--- config.mk ---
export PLATFORM = sky130hd
export DESIGN_NAME = brush_stamper
export DESIGN_NICKNAME = d
export VERILOG_FILES = /design/src/rtl/brush_stamper.sv
export SDC_FILE = /design/constraint.sdc
export NUM_CORES = 1
export LEC_CHECK = 0
export BUFFER_PORTS_ARGS = -buffer_cell sky130_fd_sc_hd__buf_2
export CORE_UTILIZATION = 58
export CTS_BUF_LIST = sky130_fd_sc_hd__clkbuf_8
export DETAILED_ROUTE_END_ITERATION = 8
export MAX_ROUTING_LAYER = met4
export PLACE_DENSITY = 0.79
export SLEW_MARGIN = 20
export SYNTH_ARGS = -nofsm -noshare
export SYNTH_HDL_FRONTEND = slang
export SYNTH_SLANG_ARGS = --single-unit
--- constraint.sdc ---
create_clock -name clock -period 5.46 [get_ports clock]
set_input_delay 0.546 -clock clock [delete_from_list [all_inputs] [get_ports clock]]
set_output_delay 0.546 -clock clock [all_outputs]
set_load 0.005 [all_outputs]
--- src/rtl/brush_stamper.sv ---
// Radius-2 diamond brush stamper: walks 13 offsets around a latched centre,
// clips each point to the screen and issues in-bounds points as valid/ready writes.
module brush_stamper #(
    parameter int SCREEN_W = 320,
    parameter int SCREEN_H = 240,
    parameter int COLOR_W  = 8
) (
    input  logic               clock,
    input  logic               reset_n,
    input  logic               start,
    input  logic signed [15:0] cx,
    input  logic signed [15:0] cy,
    input  logic [COLOR_W-1:0] color,
    input  logic               abort,
    output logic               busy,
    output logic               wr_valid,
    input  logic               wr_ready,
    output logic [15:0]        wr_x,
    output logic [15:0]        wr_y,
    output logic [COLOR_W-1:0] wr_color,
    output logic               done,
    output logic [3:0]         n_written
);

    typedef enum logic [1:0] {
        ST_IDLE,
        ST_STAMP,
        ST_DONE
    } state_e;

    localparam logic signed [15:0] W_LIM    = 16'(SCREEN_W);
    localparam logic signed [15:0] H_LIM    = 16'(SCREEN_H);
    localparam logic [3:0]         LAST_IDX = 4'd12;

    state_e               state_q, state_d;
    logic [3:0]           idx_q, idx_d;
    logic signed [15:0]   cx_q, cx_d, cy_q, cy_d;
    logic [COLOR_W-1:0]   color_q, color_d;
    logic [3:0]           n_q, n_d;
    logic                 valid_q, valid_d;
    logic                 done_q, done_d;
    logic [15:0]          x_q, x_d, y_q, y_d;
    logic signed [15:0]   px, py;
    logic                 in_bounds;

    // Diamond offsets in raster order, top row first.
    function automatic logic signed [15:0] off_dx(input logic [3:0] i);
        case (i)
            4'd1, 4'd5, 4'd9:  off_dx = -16'sd1;
            4'd3, 4'd7, 4'd11: off_dx = 16'sd1;
            4'd4:              off_dx = -16'sd2;
            4'd8:              off_dx = 16'sd2;
            default:           off_dx = 16'sd0;
        endcase
    endfunction

    function automatic logic signed [15:0] off_dy(input logic [3:0] i);
        case (i)
            4'd0:                   off_dy = -16'sd2;
            4'd1, 4'd2, 4'd3:       off_dy = -16'sd1;
            4'd9, 4'd10, 4'd11:     off_dy = 16'sd1;
            4'd12:                  off_dy = 16'sd2;
            default:                off_dy = 16'sd0;
        endcase
    endfunction

    always_comb begin
        // NOTE: every next-state signal gets a default first so no path leaves it unassigned (no latches).
        state_d = state_q;
        idx_d   = idx_q;
        cx_d    = cx_q;
        cy_d    = cy_q;
        color_d = color_q;
        n_d     = n_q;
        x_d     = x_q;
        y_d     = y_q;

        case (state_q)
            ST_IDLE: begin
                if (start) begin
                    cx_d    = cx;
                    cy_d    = cy;
                    color_d = color;
                    idx_d   = 4'd0;
                    n_d     = 4'd0;
                    state_d = ST_STAMP;
                end
            end
            ST_STAMP: begin
                // A handshake on the abort cycle still counts as written.
                if (valid_q && wr_ready) n_d = n_q + 4'd1;
                if (abort) begin
                    state_d = ST_IDLE;
                end else if (!valid_q || wr_ready) begin
                    if (idx_q == LAST_IDX) state_d = ST_DONE;
                    else                   idx_d   = idx_q + 4'd1;
                end
            end
            default: state_d = ST_IDLE;
        endcase

        // Point for the next cycle, so wr_valid is registered yet valid on STAMP entry.
        px        = cx_d + off_dx(idx_d);
        py        = cy_d + off_dy(idx_d);
        in_bounds = (px >= 16'sd0) && (px < W_LIM) && (py >= 16'sd0) && (py < H_LIM);
        valid_d   = (state_d == ST_STAMP) && in_bounds;
        if (valid_d) begin
            x_d = px;
            y_d = py;
        end
        done_d = (state_d == ST_DONE);
    end

    // NOTE: sequential state uses non-blocking assignments so all flops update together on the edge.
    always_ff @(posedge clock or negedge reset_n) begin
        if (!reset_n) begin
            state_q <= ST_IDLE;
            idx_q   <= '0;
            cx_q    <= '0;
            cy_q    <= '0;
            color_q <= '0;
            n_q     <= '0;
            valid_q <= 1'b0;
            done_q  <= 1'b0;
            x_q     <= '0;
            y_q     <= '0;
        end else begin
            state_q <= state_d;
            idx_q   <= idx_d;
            cx_q    <= cx_d;
            cy_q    <= cy_d;
            color_q <= color_d;
            n_q     <= n_d;
            valid_q <= valid_d;
            done_q  <= done_d;
            x_q     <= x_d;
            y_q     <= y_d;
        end
    end

    assign busy      = (state_q != ST_IDLE);
    assign wr_valid  = valid_q;
    assign wr_x      = x_q;
    assign wr_y      = y_q;
    assign wr_color  = color_q;
    assign done      = done_q;
    assign n_written = n_q;

endmodule

==> summary.txt <==
Place
  – Port bufs: 91
  – Placed cell area: 5490 um2
  – GP Congestion: 0.9015
  – Setup WS pre-CTS: around 0.31 ns
  – Hpwl dp: approximately 8.2 mm
  – Post-Place Cells: 703

Timing
  – Slew headroom: 0.4939
  – Period utilisation layout: 0.9322
  – Final min period: 5.090 ns
  – Final WS setup: 0.3702 ns
  – Top achievable clock speed: 0.1965 GHz
  – Hold_ws: 0.2324 ns
  – Clock skew: 0.01169 ns
  – Final Max Slew Viols: 0
  – Final setup fails: 0
  – Setup TNS: 0 ns
  – Worst Max-Slew Pin Slew: 0.7592 ns
  – Final Hold Vio Count: 0
  – RSZ-0062 raised after global routing: no

Layout
  – Multi-input logic area: about 2700 um2
  – Area grow syn2layout: 15.91%
  – Net count, final: 689
  – Storage cell area: 2102 um2
  – Final Cell Area: 5698 um2
  – Post-Layout Cell Count: 719
  – Share of cells above drive strength 1: 0.2378
  – Fill cells: 671
  – Antenna cells: 0

Drt
  – DRC violations left: 0
  – Violation count after the first detailed-route iteration: 189
  – Via count: 4022
  – DRT antenna net count: 0
  – Vias per cell: 5.594
  – Total Routed Length: 11.16 mm
  – Router iterations before antenna repair: 4
  – DR WL/cell: 15.51 um

Synth
  – Yosys cell types: 61
  – Syn Area/Cell: 9.546 um2
  – Top_reg_cell synth: dfrtp_1
  – Ys Warns: 0
  – Seq/Total Area, Yosys: 0.4276
  – Mapped cell area: 4916 um2
  – Number of synthesized flops with an enable pin: 0
  – Syn_nets: slightly below 600
  – Post-Synthesis Cells: 515
  – Ys async rst share: 1.000
  – FF+latch count, synth: 84

Clocking
  – TritonCTS Buffers: 9
  – Clock Latency Late Sink: about 0.35 ns
  – Worst-path clk slew: 0.10 ns
  – Max clock buf depth: 2
  – Sink Count: 84
  – H-tree depth: 3
  – CTS tree: built
  – Clk root buf: clkbuf_8
  – Setup bufs post-CTS: 0

GRT
  – GRT Overall Usage: 0.2775
  – Largest net degree at the start of global routing: 85
  – Vias in the first global route: 3977
  – Initial antenna violation count: 0
  – First-pass GRT wire length: 18.61 mm
  – Grt ovf: 0

Worst setup path
  – CP Data Required Time: 5.69 ns
  – CP startpoint kind: flop
  – CP Capture Type: flop
  – Crit-path max FO: 14
  – Crit Path Class: flop to flop
  – CP arrival: 5.32 ns

Power
  – VDD IR max: approximately 0.20 mV
  – Pwr Density: 402.2 nW/um2
  – Leakage: 3.045 nW

Status
  – Outcome: finished, final reports clean

Floorplanning
  – Io pins: around 90
  – Die area: 8848 um2
  – Core Area: 8217 um2
  – Site Rows: 33
  – Die height: 94.07 um
  – Initial Utilization: 0.5983
  – DIE WIDTH: 94.07 um

Flow run
  – Max cap viols: 0

Min path
  – HP Class: primary input to asynchronous set/reset pin
## Yosys cell counts, drive strengths merged (4+ instances only)
| cell type | instances | area, um2 |
|---|---|---|
| a2111oi | 4 | 53.81 |
| inv | 14 | 52.55 |
| nand2b | 11 | 68.82 |
| mux2i | 8 | 80.08 |
| and2 | 15 | 93.84 |
| ha | 33 | 412.9 |
| clkbuf | 12 | 45.04 |
| a21oi | 27 | 135.1 |
| a31oi | 5 | 31.28 |
| and3 | 6 | 37.54 |
| nor3b | 4 | 41.29 |
| nor3 | 5 | 25.02 |
| xnor2 | 12 | 105.1 |
| nor2 | 27 | 101.4 |
| nand3 | 7 | 35.03 |
| o21ai | 12 | 60.06 |
| nand4 | 6 | 52.55 |
| mux2 | 17 | 244.0 |
| a21o | 8 | 60.06 |
| nand2 | 136 | 510.5 |
| xor2 | 7 | 61.31 |
| dfrtp | 84 | 2102 |
| or2 | 5 | 31.28 |
## final cells by class
type                       instances  share of cell area
sequential                        84              0.3689
tap                              105             0.02306
multi-input combinational        402              0.4737
clock buffer                       9             0.02174
clock inverter                     7             0.01318
inverter                          14            0.009223
timing repair buffer              98             0.09025
## logic make-up (layout without fill, tap and decap cells)
| kind of cell | Yosys count | in the layout | synth area share |
|---|---|---|---|
| and+or+nand+nor | 233 | 233 | 0.2227 |
| AOI/OAI and AO/OA | 89 | 89 | 0.1278 |
| DFF | 84 | 84 | 0.4276 |
| adders and majority gates | 35 | 35 | 0.09214 |
| buffers and inverters | 29 | 128 | 0.02545 |
| muxes | 25 | 25 | 0.06592 |
| xor gates and xnor gates | 20 | 20 | 0.03843 |
## worst max-delay path, stage by stage (launching register included)
cell       delay [ns]
dfrtp_1          0.41
inv_1            0.06
ha_1             0.24
a21bo_2          0.23
o31ai_1          0.20
a21oi_1          0.16
buf_4            0.19
a21o_1           0.19
nor2_2           0.24
buf_4            0.24
ha_1             0.33
nand2b_1         0.16
o22ai_1          0.09
a2111oi_0        0.46
o2111ai_1        0.18
nor4_1           0.42
nand4b_1         0.21
a2111oi_4        0.28
nand4_4          0.13
buf_4            0.23
mux2_4           0.31
## layer usage
metal | GRT usage | part of all wire | wire [um] | up-vias
li1 | - | - | - | 1983
met1 | 0.3724 | 0.48 | 5327 | 1911
met2 | 0.4373 | 0.47 | 5212 | 111
met3 | 0.04773 | 0.041 | 454 | 17
met4 | 0.07308 | 0.014 | 161 | 0
met5 | - | 0 | 0 | -
## through the flow
stage,power [mW],util
finish,2.292,0.6935
global route,2.459,0.6935
CTS,2.292,0.6924
detailed placement,1.826,0.6682
global placement,1.802,0.6682
floorplan,1.561,-
## registers in the layout (all words and copies together) (netlist names)
| register | flops |
|---|---|
| wr_x | 16 |
| wr_valid | 1 |
| n_written | 4 |
| state_q | 2 |
| wr_y | 16 |
| cx_q | 16 |
| wr_color | 8 |
| done | 1 |
| cy_q | 16 |
| idx_q | 4 |
## where the power goes
group	switching [mW]	internal, mW
logic	0.659	0.453
registers	0.0282	0.689
clock network	0.248	0.214
total	0.935	1.36
## layout by cell type (no fill, tap or decap), types with 4 or more instances in the layout
cell,synthesis,final
a21o_1,8,8
a21oi_1,27,27
a31oi_1,5,5
and2_1,15,15
and3_1,6,6
buf_2,1,90
buf_4,0,7
clkbuf_8,0,9
dfrtp_1,84,84
ha_1,33,33
inv_1,14,15
mux2_4,14,14
mux2i_1,8,8
nand2_1,136,136
nand2b_1,11,11
nand3_1,7,7
nand4_1,5,5
nor2_1,27,25
nor3_1,5,5
o21ai_0,12,12
or2_2,4,4
xnor2_1,12,12
xor2_1,7,7
## what timing repair did
action | in CTS | in global routing
gates resized for setup | 0 | 1
endpoints found under the setup margin | 0 | 16
hold buffers | 0 | 0
## path summary, 6_finish.rpt
path                       depth (start not counted)                       to               startpoint  slack (ns)
setup / recovery                                  20      wr_x[7]$_DFFE_PN0P_       idx_q[0]$_DFF_PN0_        0.37
setup reg to reg                                  20      wr_x[7]$_DFFE_PN0P_       idx_q[0]$_DFF_PN0_        0.37
hold reg to reg                                    2  wr_color[6]$_DFFE_PN0P_  wr_color[6]$_DFFE_PN0P_        0.48
max in group asynchronous                          1       cy_q[13]$_DFF_PN0_                  reset_n        4.70
hold / removal                                     1      wr_x[9]$_DFFE_PN0P_                  reset_n        0.23
min in group clock                                 3  wr_color[6]$_DFFE_PN0P_                 color[6]        0.38
No activity file was read; power rests on OpenSTA's default activity.
